**src/rtl/am25ls2548_pkg.sv**
```systemverilog
// Shared definitions for the Am25LS2548 decoder bus initiator: FSM
// encoding, default timing constants and a reference decode helper.
package am25ls2548_pkg;

  // Bus-cycle phases, exported on the debug state port.
  typedef enum logic [1:0] {
    ST_IDLE   = 2'd0,
    ST_SETUP  = 2'd1,
    ST_STROBE = 2'd2,
    ST_HOLD   = 2'd3
  } state_t;

  // Default address/enable setup time before the strobe, in clocks (1..7).
  localparam int unsigned DEF_SETUP_CYC = 1;
  // Default maximum strobe length waiting for ack_, in clocks (1..15).
  localparam int unsigned DEF_TIMEOUT   = 15;
  // Width of the shared setup/wait counter.
  localparam int unsigned WCNT_W        = 4;

  // Active-low one-hot chip select produced by an Am25LS2548 for a given
  // select code when all four enables are in their active state.
  function automatic logic [7:0] decode_y(input logic [2:0] sel,
                                          input logic       en);
    logic [7:0] y;
    y = 8'hFF;
    if (en) y[sel] = 1'b0;
    return y;
  endfunction

endpackage

```
**src/rtl/am25ls2548_initiator.sv**
```systemverilog
// Bus initiator that drives an Am25LS2548 chip-select decoder: presents a
// select code with the decoder enables, waits a setup time, asserts the
// read or write strobe until the decoder acknowledges (or a timeout), holds
// the select for one cycle and then reports completion.
//
// Handshake: a cycle is requested by req=1 while busy=0 (IDLE); the request
// is accepted on that rising edge and busy rises with it. req is ignored
// while busy=1. Completion is a one-cycle done pulse in IDLE; a req held
// high in that cycle is accepted immediately (back-to-back). ack_ is an
// active-low, clk-synchronous acknowledge and is only looked at in STROBE.
module am25ls2548_initiator
  import am25ls2548_pkg::*;
#(
  parameter int unsigned SETUP_CYC = DEF_SETUP_CYC,
  parameter int unsigned TIMEOUT   = DEF_TIMEOUT
) (
  input  logic       clk,
  input  logic       rst_,
  input  logic       req,
  input  logic       we,
  input  logic [2:0] addr,
  input  logic [7:0] din,
  input  logic       ack_,
  output logic       c,
  output logic       b,
  output logic       a,
  output logic       e1_,
  output logic       e2_,
  output logic       e3,
  output logic       e4,
  output logic       rd_,
  output logic       wr_,
  output logic [7:0] rdata,
  output logic       busy,
  output logic       done,
  output logic       tmo,
  output state_t     state_dbg
);

  // Terminal counts for the shared counter: SETUP ends when it reaches
  // SETUP_CYC-1, STROBE times out when it reaches TIMEOUT-1.
  localparam logic [WCNT_W-1:0] SETUP_LAST = WCNT_W'(SETUP_CYC - 1);
  localparam logic [WCNT_W-1:0] TMO_LAST   = WCNT_W'(TIMEOUT - 1);

  state_t            state;
  logic [WCNT_W-1:0] wcnt;    // setup / strobe wait counter
  logic              cyc_we;  // cycle type latched with the request

  assign state_dbg = state;

  // Bus-cycle sequencer; every output is a register so the decoder sees
  // glitch-free enables, select code and strobes.
  always_ff @(posedge clk or negedge rst_) begin
    if (!rst_) begin
      state  <= ST_IDLE;
      wcnt   <= '0;
      cyc_we <= 1'b0;
      c      <= 1'b0;
      b      <= 1'b0;
      a      <= 1'b0;
      e1_    <= 1'b1;
      e2_    <= 1'b1;
      e3     <= 1'b0;
      e4     <= 1'b0;
      rd_    <= 1'b1;
      wr_    <= 1'b1;
      rdata  <= 8'h00;
      busy   <= 1'b0;
      done   <= 1'b0;
      tmo    <= 1'b0;
    end else begin
      // done is a single-cycle pulse raised only on the HOLD -> IDLE step.
      done <= 1'b0;
      case (state)
        ST_IDLE: begin
          if (req) begin
            {c, b, a} <= addr;
            cyc_we    <= we;
            e1_       <= 1'b0;
            e2_       <= 1'b0;
            e3        <= 1'b1;
            e4        <= 1'b1;
            busy      <= 1'b1;
            tmo       <= 1'b0;
            wcnt      <= '0;
            state     <= ST_SETUP;
          end
        end

        ST_SETUP: begin
          if (wcnt == SETUP_LAST) begin
            // Counter is reused for the strobe wait, so restart it here.
            wcnt  <= '0;
            rd_   <= cyc_we;
            wr_   <= ~cyc_we;
            state <= ST_STROBE;
          end else begin
            wcnt <= wcnt + 1'b1;
          end
        end

        ST_STROBE: begin
          if (!ack_) begin
            // Acknowledge is tested first so it wins over a same-cycle timeout.
            if (!cyc_we) rdata <= din;
            rd_   <= 1'b1;
            wr_   <= 1'b1;
            state <= ST_HOLD;
          end else if (wcnt == TMO_LAST) begin
            tmo   <= 1'b1;
            rd_   <= 1'b1;
            wr_   <= 1'b1;
            state <= ST_HOLD;
          end else begin
            wcnt <= wcnt + 1'b1;
          end
        end

        ST_HOLD: begin
          // Select code is left as-is; only the enables drop back.
          e1_   <= 1'b1;
          e2_   <= 1'b1;
          e3    <= 1'b0;
          e4    <= 1'b0;
          busy  <= 1'b0;
          done  <= 1'b1;
          wcnt  <= '0;
          state <= ST_IDLE;
        end

        default: begin
          e1_   <= 1'b1;
          e2_   <= 1'b1;
          e3    <= 1'b0;
          e4    <= 1'b0;
          rd_   <= 1'b1;
          wr_   <= 1'b1;
          busy  <= 1'b0;
          wcnt  <= '0;
          state <= ST_IDLE;
        end
      endcase
    end
  end

endmodule

```
**config.mk**
```make
export PLATFORM = sky130hd
export DESIGN_NAME = am25ls2548_initiator
export DESIGN_NICKNAME = d
export VERILOG_FILES = /design/src/rtl/am25ls2548_pkg.sv /design/src/rtl/am25ls2548_initiator.sv
export SDC_FILE = /design/constraint.sdc
export NUM_CORES = 1
export LEC_CHECK = 0
export CAP_MARGIN = 20
export CORE_ASPECT_RATIO = 0.8
export CORE_MARGIN = 2
export CORE_UTILIZATION = 45
export DETAILED_ROUTE_END_ITERATION = 10
export PLACE_DENSITY = 0.8
export SLEW_MARGIN = 20
export SYNTH_ARGS = -nofsm -noshare
export SYNTH_HDL_FRONTEND = slang
export SYNTH_SLANG_ARGS = --single-unit
```
**constraint.sdc**
```tcl
create_clock -name clk -period 5.5 [get_ports clk]
set_input_delay 0.55 -clock clk [delete_from_list [all_inputs] [get_ports clk]]
set_output_delay 0.55 -clock clk [all_outputs]
set_load 0.01 [all_outputs]
```
* Word level (Yosys, flattened, before mapping)
Cells that the tools add are included.
** Operators by class
- Bitwise gates (word level) :: 2
- Equal/unequal tests :: 10
- Magnitude comparators :: 0
- Shifts and indexed selects :: 0
- $mul :: 0
- Add/sub/neg operators :: 1
- Reduce and logical (&&, ||, !) cells :: 12
- Multiplexer cells :: 23
- Divide/modulo/power cells :: 0
** Operator list (number)
- $mux W4 :: 4
- $pmux W4 S4 :: 1
- $reduce_and A3 Y1 :: 4
- $ne A2 B2 Y1 const B :: 5
- $pmux W1 S2 :: 5
- $mux W1 :: 8
- $mux W2 :: 4
- $pmux W2 S4 :: 1
- $reduce_bool A2 Y1 :: 3
- $add A4 B1 Y4 const B :: 1
- $eq A2 B2 Y1 const B :: 2
- $eq A4 B4 Y1 const B :: 1
- $logic_not A4 Y1 :: 1
- $reduce_and A2 Y1 :: 2
- $reduce_and A4 Y1 :: 1
- $ne A3 B3 Y1 const B :: 1
- $eq A2 B1 Y1 const B :: 1
- $logic_not A2 Y1 :: 1
- $not A1 Y1 :: 2
** Word-level totals
- Memories :: 0
- Logic and storage cells :: 61
- ROM bits :: 0
- Output and inout port bits :: 22
- Input port bits :: 16
- Latch bits :: 0
- Bits in registers :: 24
- Bits in writable memories :: 0

* Logic depth before layout (Yosys ltp)
Gate-level depths: netlist of the first run.
- Depth after elaboration :: 4
- Mapped depth :: 6
- Depth with buffers taken out :: 6

* Worst setup path after synthesis of the first run
No wires, ideal clock.
- Kind :: register to register
- Start point :: register state[0], in the netlist state_dbg[0]
- End point :: register wcnt[0]
- Slack :: 3683 ps
- Path buffers :: 0
- Period minus slack after synthesis :: 1817 ps
- Required time :: 5375 ps
- Library setup time :: 125 ps
- Arrival time :: 1692 ps
- Stages on the path, launching flop included :: 7
- Path through :: dfrtp_1 -> inv_1 -> ha_1 -> or4b_4 -> nand3b_4 -> nor2_2 -> mux2_4
** On the way
- Cells in the longest elaborated chain, start to end :: 3
- Elaborated cells on any way between the ends :: 9
- Those cells by class :: eq/ne (6); mux (1); reduce/logical (2)
** Ends and longest elaborated chain
- start, declared :: line am25ls2548_initiator.sv:45 : state_t state;
- start signal, assigned :: line am25ls2548_initiator.sv:55 : state <= ST_IDLE;
- start signal, assigned :: line am25ls2548_initiator.sv:86 : state <= ST_SETUP;
- start signal, assigned :: line am25ls2548_initiator.sv:96 : state <= ST_STROBE;
- $eq A2 B2 Y1 or $logic_not A2 Y1 (tied branches) :: line am25ls2548_initiator.sv:74 : case (state)
- $ne A2 B2 Y1 (no source line)
- $reduce_and A3 Y1 (no source line)
- end signal, assigned :: line am25ls2548_initiator.sv:98 : wcnt <= wcnt + 1'b1;
- end signal, assigned :: line am25ls2548_initiator.sv:115 : wcnt <= wcnt + 1'b1;
- end, declared :: line am25ls2548_initiator.sv:46 : logic [WCNT_W-1:0] wcnt;
Parallel ways exist; a longest one is shown, timed or not.
A chain may end at the register's enable or synchronous reset.

==> key figures, run 1 <==
Status
  • Status: completed

Critical path
  • Crit path launch: e2_$_DFFE_PN1P_
  • Reg2Reg Setup Slack: 3540 ps
  • CP delay by family, top: flip-flops
  • Setup crit end: e1_
  • CP Max Fanout: 4
  • Worst setup SP type: register
  • CP max-delay cell: dfstp_2
  • Type of the worst setup path: register to primary output
  • CP bufs+invs: 1
  • Worst path required time: between 4000 and 5000 ps
  • Crit-path cells: clkdlybuf4s50_1
  • Crit path DAT: approximately 1400 ps
  • R2r endpoint: state_dbg[1]$_DFFE_PN0P_
  • Worst Setup End Kind: primary output
  • R2r worst-path depth: 6
  • Reg-to-Reg Start: wcnt[0]$_DFFE_PN0P_
  • CP Depth: 1
  • CP max stage delay: around 580 ps

Synthesis
  • Yosys warnings: 0
  • Cell area after synthesis: about 0.0012 sq mm
  • Yosys cell types: 34
  • Post-synthesis sequential area ratio: between 50 and 60%
  • Synthesized instance count: 94
  • Avg Synthesized Cell Area: roughly 13 sq um
  • Syn nets: roughly 120
  • #FFs+latches synth: 24

Clocking
  • Cts repair resizes: 0
  • Post-CTS Hold Buffers: 0
  • Clk Latency, worst-skew pair: between 300 and 400 ps
  • Num CTS Buffers: 3
  • CTS sink count: 24
  • H-tree depth: 1
  • Clock tree buffer depth: 2
  • CTS tree: done
  • CTS root buf: clkbuf_4
  • Reg clk slew, reported paths: roughly 130 ps
  • Post-CTS setup buffer count: 0

Timing
  • Worst Tran Pin Value: 539 ps
  • Fmax: slightly above 0.5 GHz
  • Post-route setup slack: approximately 3500 ps
  • Final Skew: approximately 6.5 ps
  • RSZ-0062 raised after global routing: no
  • Tmin final: approximately 2000 ps
  • Worst hold slack: between 200 and 250 ps
  • Setup Viol. Count Final: 0
  • Final Hold Fails: 0
  • Slew HR: approximately 64%
  • Setup TNS: 0 ps
  • Fin crit share: between 30% and 40%
  • Max Slew Vio Count: 0

Power
  • P per Cell Area: between 500 and 600 mW/mm^2
  • Total power: between 800 and 900 uW
  • VDD IR max: 0.261 mV
  • Lkg Pwr: about 0.00072 uW

Floorplan
  • Die height: around 50 microns
  • Die W: about 61 microns
  • Die ar.: 0.00306 sq mm
  • Top-Level Pins: 38
  • Area of the core: 0.00246 sq mm
  • Row count: 16
  • Initial Util: slightly below 50%

Place
  • Pre-CTS WS: between 3000 and 4000 ps
  • Dpl hpwl: about 1.8 mm
  • Placer Congestion: between 0.7 and 0.8
  • Number of port buffers: 37

Routing
  • Vias per std cell: between 5 and 6
  • Routed len/inst: roughly 14 microns
  • Drt drc: 0
  • Via Count: 835
  • Routed Antenna Nets: 0
  • DRT iter0 DRCs: 12
  • WL final: 2.35 mm
  • Drt first pass iters: 4

Cells and area
  • Nets: around 150
  • Area grow syn2layout: 35.0%
  • Diode count: 0
  • Filler instances: about 210
  • Share of layout cells above drive strength 1: between 20% and 30%

Global route
  • Vias in the first global route: 792
  • Largest net degree at the start of global routing: 25
  • Grt ovf: 0
  • GRT Total Usage: ~16%
  • Antenna violations before repair: 0
  • Global-route wire length before repair: ~3.6 mm

Hold path
  • HP Class: input port to asynchronous set/reset pin

Flow run
  • Maxcap violations: 0
[worst min-delay path by stage]
stage | end | slack, ps | depth (start not counted)
after detailed placement | a$_DFFE_PN0P_ | 490 | 1
after floorplan | a$_DFFE_PN0P_ | 250 | 0
final | rdata[0]$_DFFE_PN0P_ | 200 | 1
after global routing | rdata[0]$_DFFE_PN0P_ | 220 | 1
after CTS | rdata[5]$_DFFE_PN0P_ | 520 | 1
after global placement | c$_DFFE_PN0P_ | 490 | 1
[registers in the layout, summed over array words and instances, names as in the netlist]
name / flops
cyc_we: 1
wcnt: 4
b: 1
a: 1
c: 1
e2_: 1
busy: 1
rd_: 1
done: 1
tmo: 1
wr_: 1
state_dbg: 2
rdata: 8
[cell usage in the layout, fill, tap and decap left out, types with 2 or more instances in the layout]
cell type	synthesis	routed
nor2_1	4	4
dfrtp_1	21	21
dfstp_2	3	3
o22ai_1	2	2
inv_1	6	6
a2bb2oi_1	3	3
mux2_2	13	13
ha_1	7	7
nor2b_1	2	2
clkbuf_4	0	3
mux2i_1	3	3
clkdlybuf4s50_1	0	36
nand2_1	4	4
a21oi_1	2	2
[per-stage QoR]
step / instances / cell area, sq um / util (%)
2_1_floorplan: 94 / 1180 / -
3_3_place_gp: 162 / 1570 / 63.6
3_5_place_dp: 162 / 1570 / 63.6
4_1_cts: 166 / 1600 / 65.0
5_1_grt: 166 / 1600 / 64.8
6_report: 166 / 1600 / 64.8
[synthesized netlist by cell type]
library cell | number | area share, %
dfrtp_1 | 21 | 44
mux2_2 | 13 | 12
ha_1 | 7 | 7.4
inv_1 | 6 | 1.9
nand2_1 | 4 | 1.3
nor2_1 | 4 | 1.3
a2bb2oi_1 | 3 | 2.2
buf_4 | 3 | 1.9
dfstp_2 | 3 | 6.7
mux2i_1 | 3 | 2.5
a21oi_1 | 2 | 0.85
nor2b_1 | 2 | 1.1
o22ai_1 | 2 | 1.1
a211o_1 | 1 | 0.74
a22o_1 | 1 | 0.74
a22o_2 | 1 | 0.85
a31oi_1 | 1 | 0.53
and2_1 | 1 | 0.53
and2b_2 | 1 | 0.74
and3_1 | 1 | 0.53
buf_2 | 1 | 0.42
clkbuf_2 | 1 | 0.42
mux2_4 | 1 | 1.3
nand3_1 | 1 | 0.42
nand3b_4 | 1 | 1.7
nor2_2 | 1 | 0.53
nor2b_2 | 1 | 0.74
nor3_1 | 1 | 0.42
nor3b_1 | 1 | 0.64
o21ai_0 | 1 | 0.42
o21bai_1 | 1 | 0.64
o32a_1 | 1 | 0.85
o41ai_1 | 1 | 0.74
or4b_4 | 1 | 1.2
[report_power, final]
group | total (uW) | internal [uW] | switching (uW)
sequential | 299 | 253 | 45.2
clock | 90.3 | 40.4 | 49.9
combinational | 450 | 264 | 187
[layer usage]
layer	wire length [microns]	global-route usage [%]	vias up
li1	-	-	400
met1	1030	20.5	415
met2	1210	27.5	20
met3	111	4.20	0
met4	0	1.09	0
met5	0	0	-
[logic make-up (layout without fill, tap and decap cells)]
kind of cell | Yosys count | in the layout | share of synthesized area, %
fa+ha+maj | 7 | 7 | 7.41
compound gates | 15 | 15 | 9.63
simple gates | 20 | 20 | 11.0
flops | 24 | 24 | 51.1
mux | 17 | 17 | 16.2
buf+inv | 11 | 47 | 4.66
[layout make-up]
type	count	area [sq um]	share of cell area [%]
Sequential cell	24	604	37.9
Multi-Input combinational cell	59	523	32.8
Timing Repair Buffer	37	365	22.9
Tap cell	36	45.0	2.82
Clock buffer	4	36.3	2.27
Inverter	6	22.5	1.41
No activity file was read; power rests on OpenSTA's default activity.
==> inputs of run 2 (changes only) <==
CORE_UTILIZATION = 41   (was 45)
PLACE_DENSITY = 0.77   (was 0.8)
clock period = 1.7 ns   (was 5.5 ns; I/O delays follow)
==> key figures, run 2 (synthesis gave the netlist of run 1 again) <==
Cells and area
  • Core Util, Final: 64.2%
  • Diode count: 0
  • Max FFs per register: 8
  • Nets: around 170
  • Non-Filler Instances: 181
  • Filler instances: between 200 and 250
  • Area grow syn2layout: 49.0%
  • Commonest non-fill, non-tap cell in the layout: clkdlybuf4s50_1
  • Commonest non-fill, non-tap cells in the layout: clkdlybuf4s50_1, dfrtp_1, mux2_2, buf_4, ha_1
  • Share of layout cells above drive strength 1: between 30% and 40%
  • Largest register by flop count: rdata

Global route
  • Met2 Use GR: 26.2%
  • Met1 GRT Util: slightly below 20%
  • Antenna violations before repair: 0
  • Grt ovf: 0
  • Largest net degree at the start of global routing: 25
  • M3 GR Usage: 5.41%
  • GRT Total Usage: between 10% and 20%
  • Vias in the first global route: about 860
  • Most used routing layer in global routing: met2
  • Global-route wire length before repair: just under 4 mm

Timing
  • Setup TNS: 0 ps
  • Max Slew Vio Count: 0
  • Fin crit share: 99.8%
  • Worst Tran Pin Value: 315 ps
  • RSZ-0062 raised after global routing: yes
  • Final Hold Fails: 0
  • Slew HR: between 70% and 80%
  • Fmax: a little under 0.6 GHz
  • Final Skew: around 11 ps
  • Setup Viol. Count Final: 0
  • Tmin final: around 1700 ps

Hold path
  • HP Class: input port to asynchronous set/reset pin

Critical path
  • Worst path required time: 1910 ps
  • Worst setup SP type: register
  • CP bufs+invs: 1
  • Type of the worst setup path: register to register
  • CP Max Fanout: 4
  • Crit-path cells: inv_2 > ha_4 > or4b_4 > nand3b_4 > nor2_4 > mux2_4
  • Worst Setup End Kind: register
  • CP max stage delay: around 510 ps
  • CP max-delay cell: or4b_4
  • Crit path DAT: approximately 1900 ps
  • CP delay by family, top: simple AND/OR/NAND/NOR gates

Floorplan
  • Area of the core: around 0.0027 sq mm
  • Top-Level Pins: 38
  • Initial Util: 43.1%
  • Row count: 17
  • Die ar.: about 0.0033 sq mm
  • Die W: 64.0 microns
  • Die height: 52.0 microns

Power
  • Sw Pwr: about 970 uW
  • Logic gate share of total power: a little over half
  • Switching part of the total: between 30% and 40%
  • Total power: a little over 3000 uW
  • Clock network power share: between 10% and 20%
  • VDD IR max: 1.22 mV
  • Internal power contribution: between 2000 and 2500 uW
  • Lkg Pwr: approximately 0.00079 uW
  • P per Cell Area: 1720 mW/mm^2
  • Sequential Power Share: between 30% and 40%

Clocking
  • CTS tree: done
  • H-tree depth: 1
  • CTS sink count: 24
  • Reg clk slew, reported paths: 140 ps
  • Clock tree buffer depth: 2
  • Clk Latency, worst-skew pair: 320 ps
  • Num CTS Buffers: 3
  • CTS root buf: clkbuf_4
  • Post-CTS Hold Buffers: 0

Status
  • Status: completed

Place
  • Post-placement cell count: 171
  • Dpl hpwl: around 1.7 mm
  • Number of port buffers: 37
  • Placer Congestion: roughly 0.85

Routing
  • WL final: 2.45 mm
  • DRT iter0 DRCs: 23
  • Drt first pass iters: 4
  • Routed len/inst: 13.5 microns
  • Vias per std cell: approximately 4.9
  • Routed Antenna Nets: 0
  • Via Count: 883
  • Drt drc: 0

Flow run
  • Maxcap violations: 0
run 2: cell count changes in the layout (fill, tap and decap cells not counted), sizes merged:
cell	previous run	this run
buf	1	13
dlygate4sd2	0	1
clkbuf	4	3
bufinv	0	1
run 2: area by class of cell:
class / count / area, sq um / area share (%)
Sequential cell: 24 / 607 / 34.4
Multi-Input combinational cell: 59 / 566 / 32.1
Timing Repair Buffer: 50 / 467 / 26.5
Tap cell: 38 / 47.5 / 2.70
Clock inverter: 1 / 30.0 / 1.70
Clock buffer: 3 / 22.5 / 1.28
Inverter: 6 / 22.5 / 1.28
run 2: power groups by stage:
stage	clock network (uW)	registers [uW]	logic [uW]
after floorplan	0	1080	778
after global placement	0	971	1510
after detailed placement	0	987	1540
after CTS	424	976	1620
after global routing	452	1010	1790
final	412	973	1650
run 2: layer usage:
metal / wire length, microns / share of wire (%)
met1: 1040 / 43
met2: 1210 / 50
met4: 19 / 0.78
met5: 0 / 0
met3: 172 / 7.0
run 2: timing repair:
action | 4_1_cts | 5_1_grt
setup buffers | 4 | 2
resized for setup | 5 | 4
pin swaps | 4 | 6
endpoints found under the setup margin | 13 | 6
hold endpoints to repair | 0 | 0
run 2: final timing paths:
| check | start | endpoint | slack [ps] | cells past startpoint |
|---|---|---|---|---|
| max reg2reg | state_dbg[0]$_DFFE_PN0P_ | wcnt[0]$_DFFE_PN0P_ | 3 | 6 |
| min reg2reg | rdata[2]$_DFFE_PN0P_ | rdata[2]$_DFFE_PN0P_ | 520 | 1 |
| max in group asynchronous | rst_ | wr_$_DFFE_PN1P_ | 1210 | 2 |
| max | state_dbg[0]$_DFFE_PN0P_ | wcnt[0]$_DFFE_PN0P_ | 3 | 6 |
| min | rst_ | busy$_DFFE_PN0P_ | 180 | 2 |
| min in group clk | addr[0] | a$_DFFE_PN0P_ | 450 | 2 |
run 2: per-stage QoR:
step	worst slack, ps	hold slack, ps	cell area (sq um)
floorplan	16.2	-126	1200
global placement	-33.3	486	1630
detailed placement	-44.2	495	1630
CTS	-33.6	177	1730
global route	-71.2	179	1760
finish	3.22	184	1760
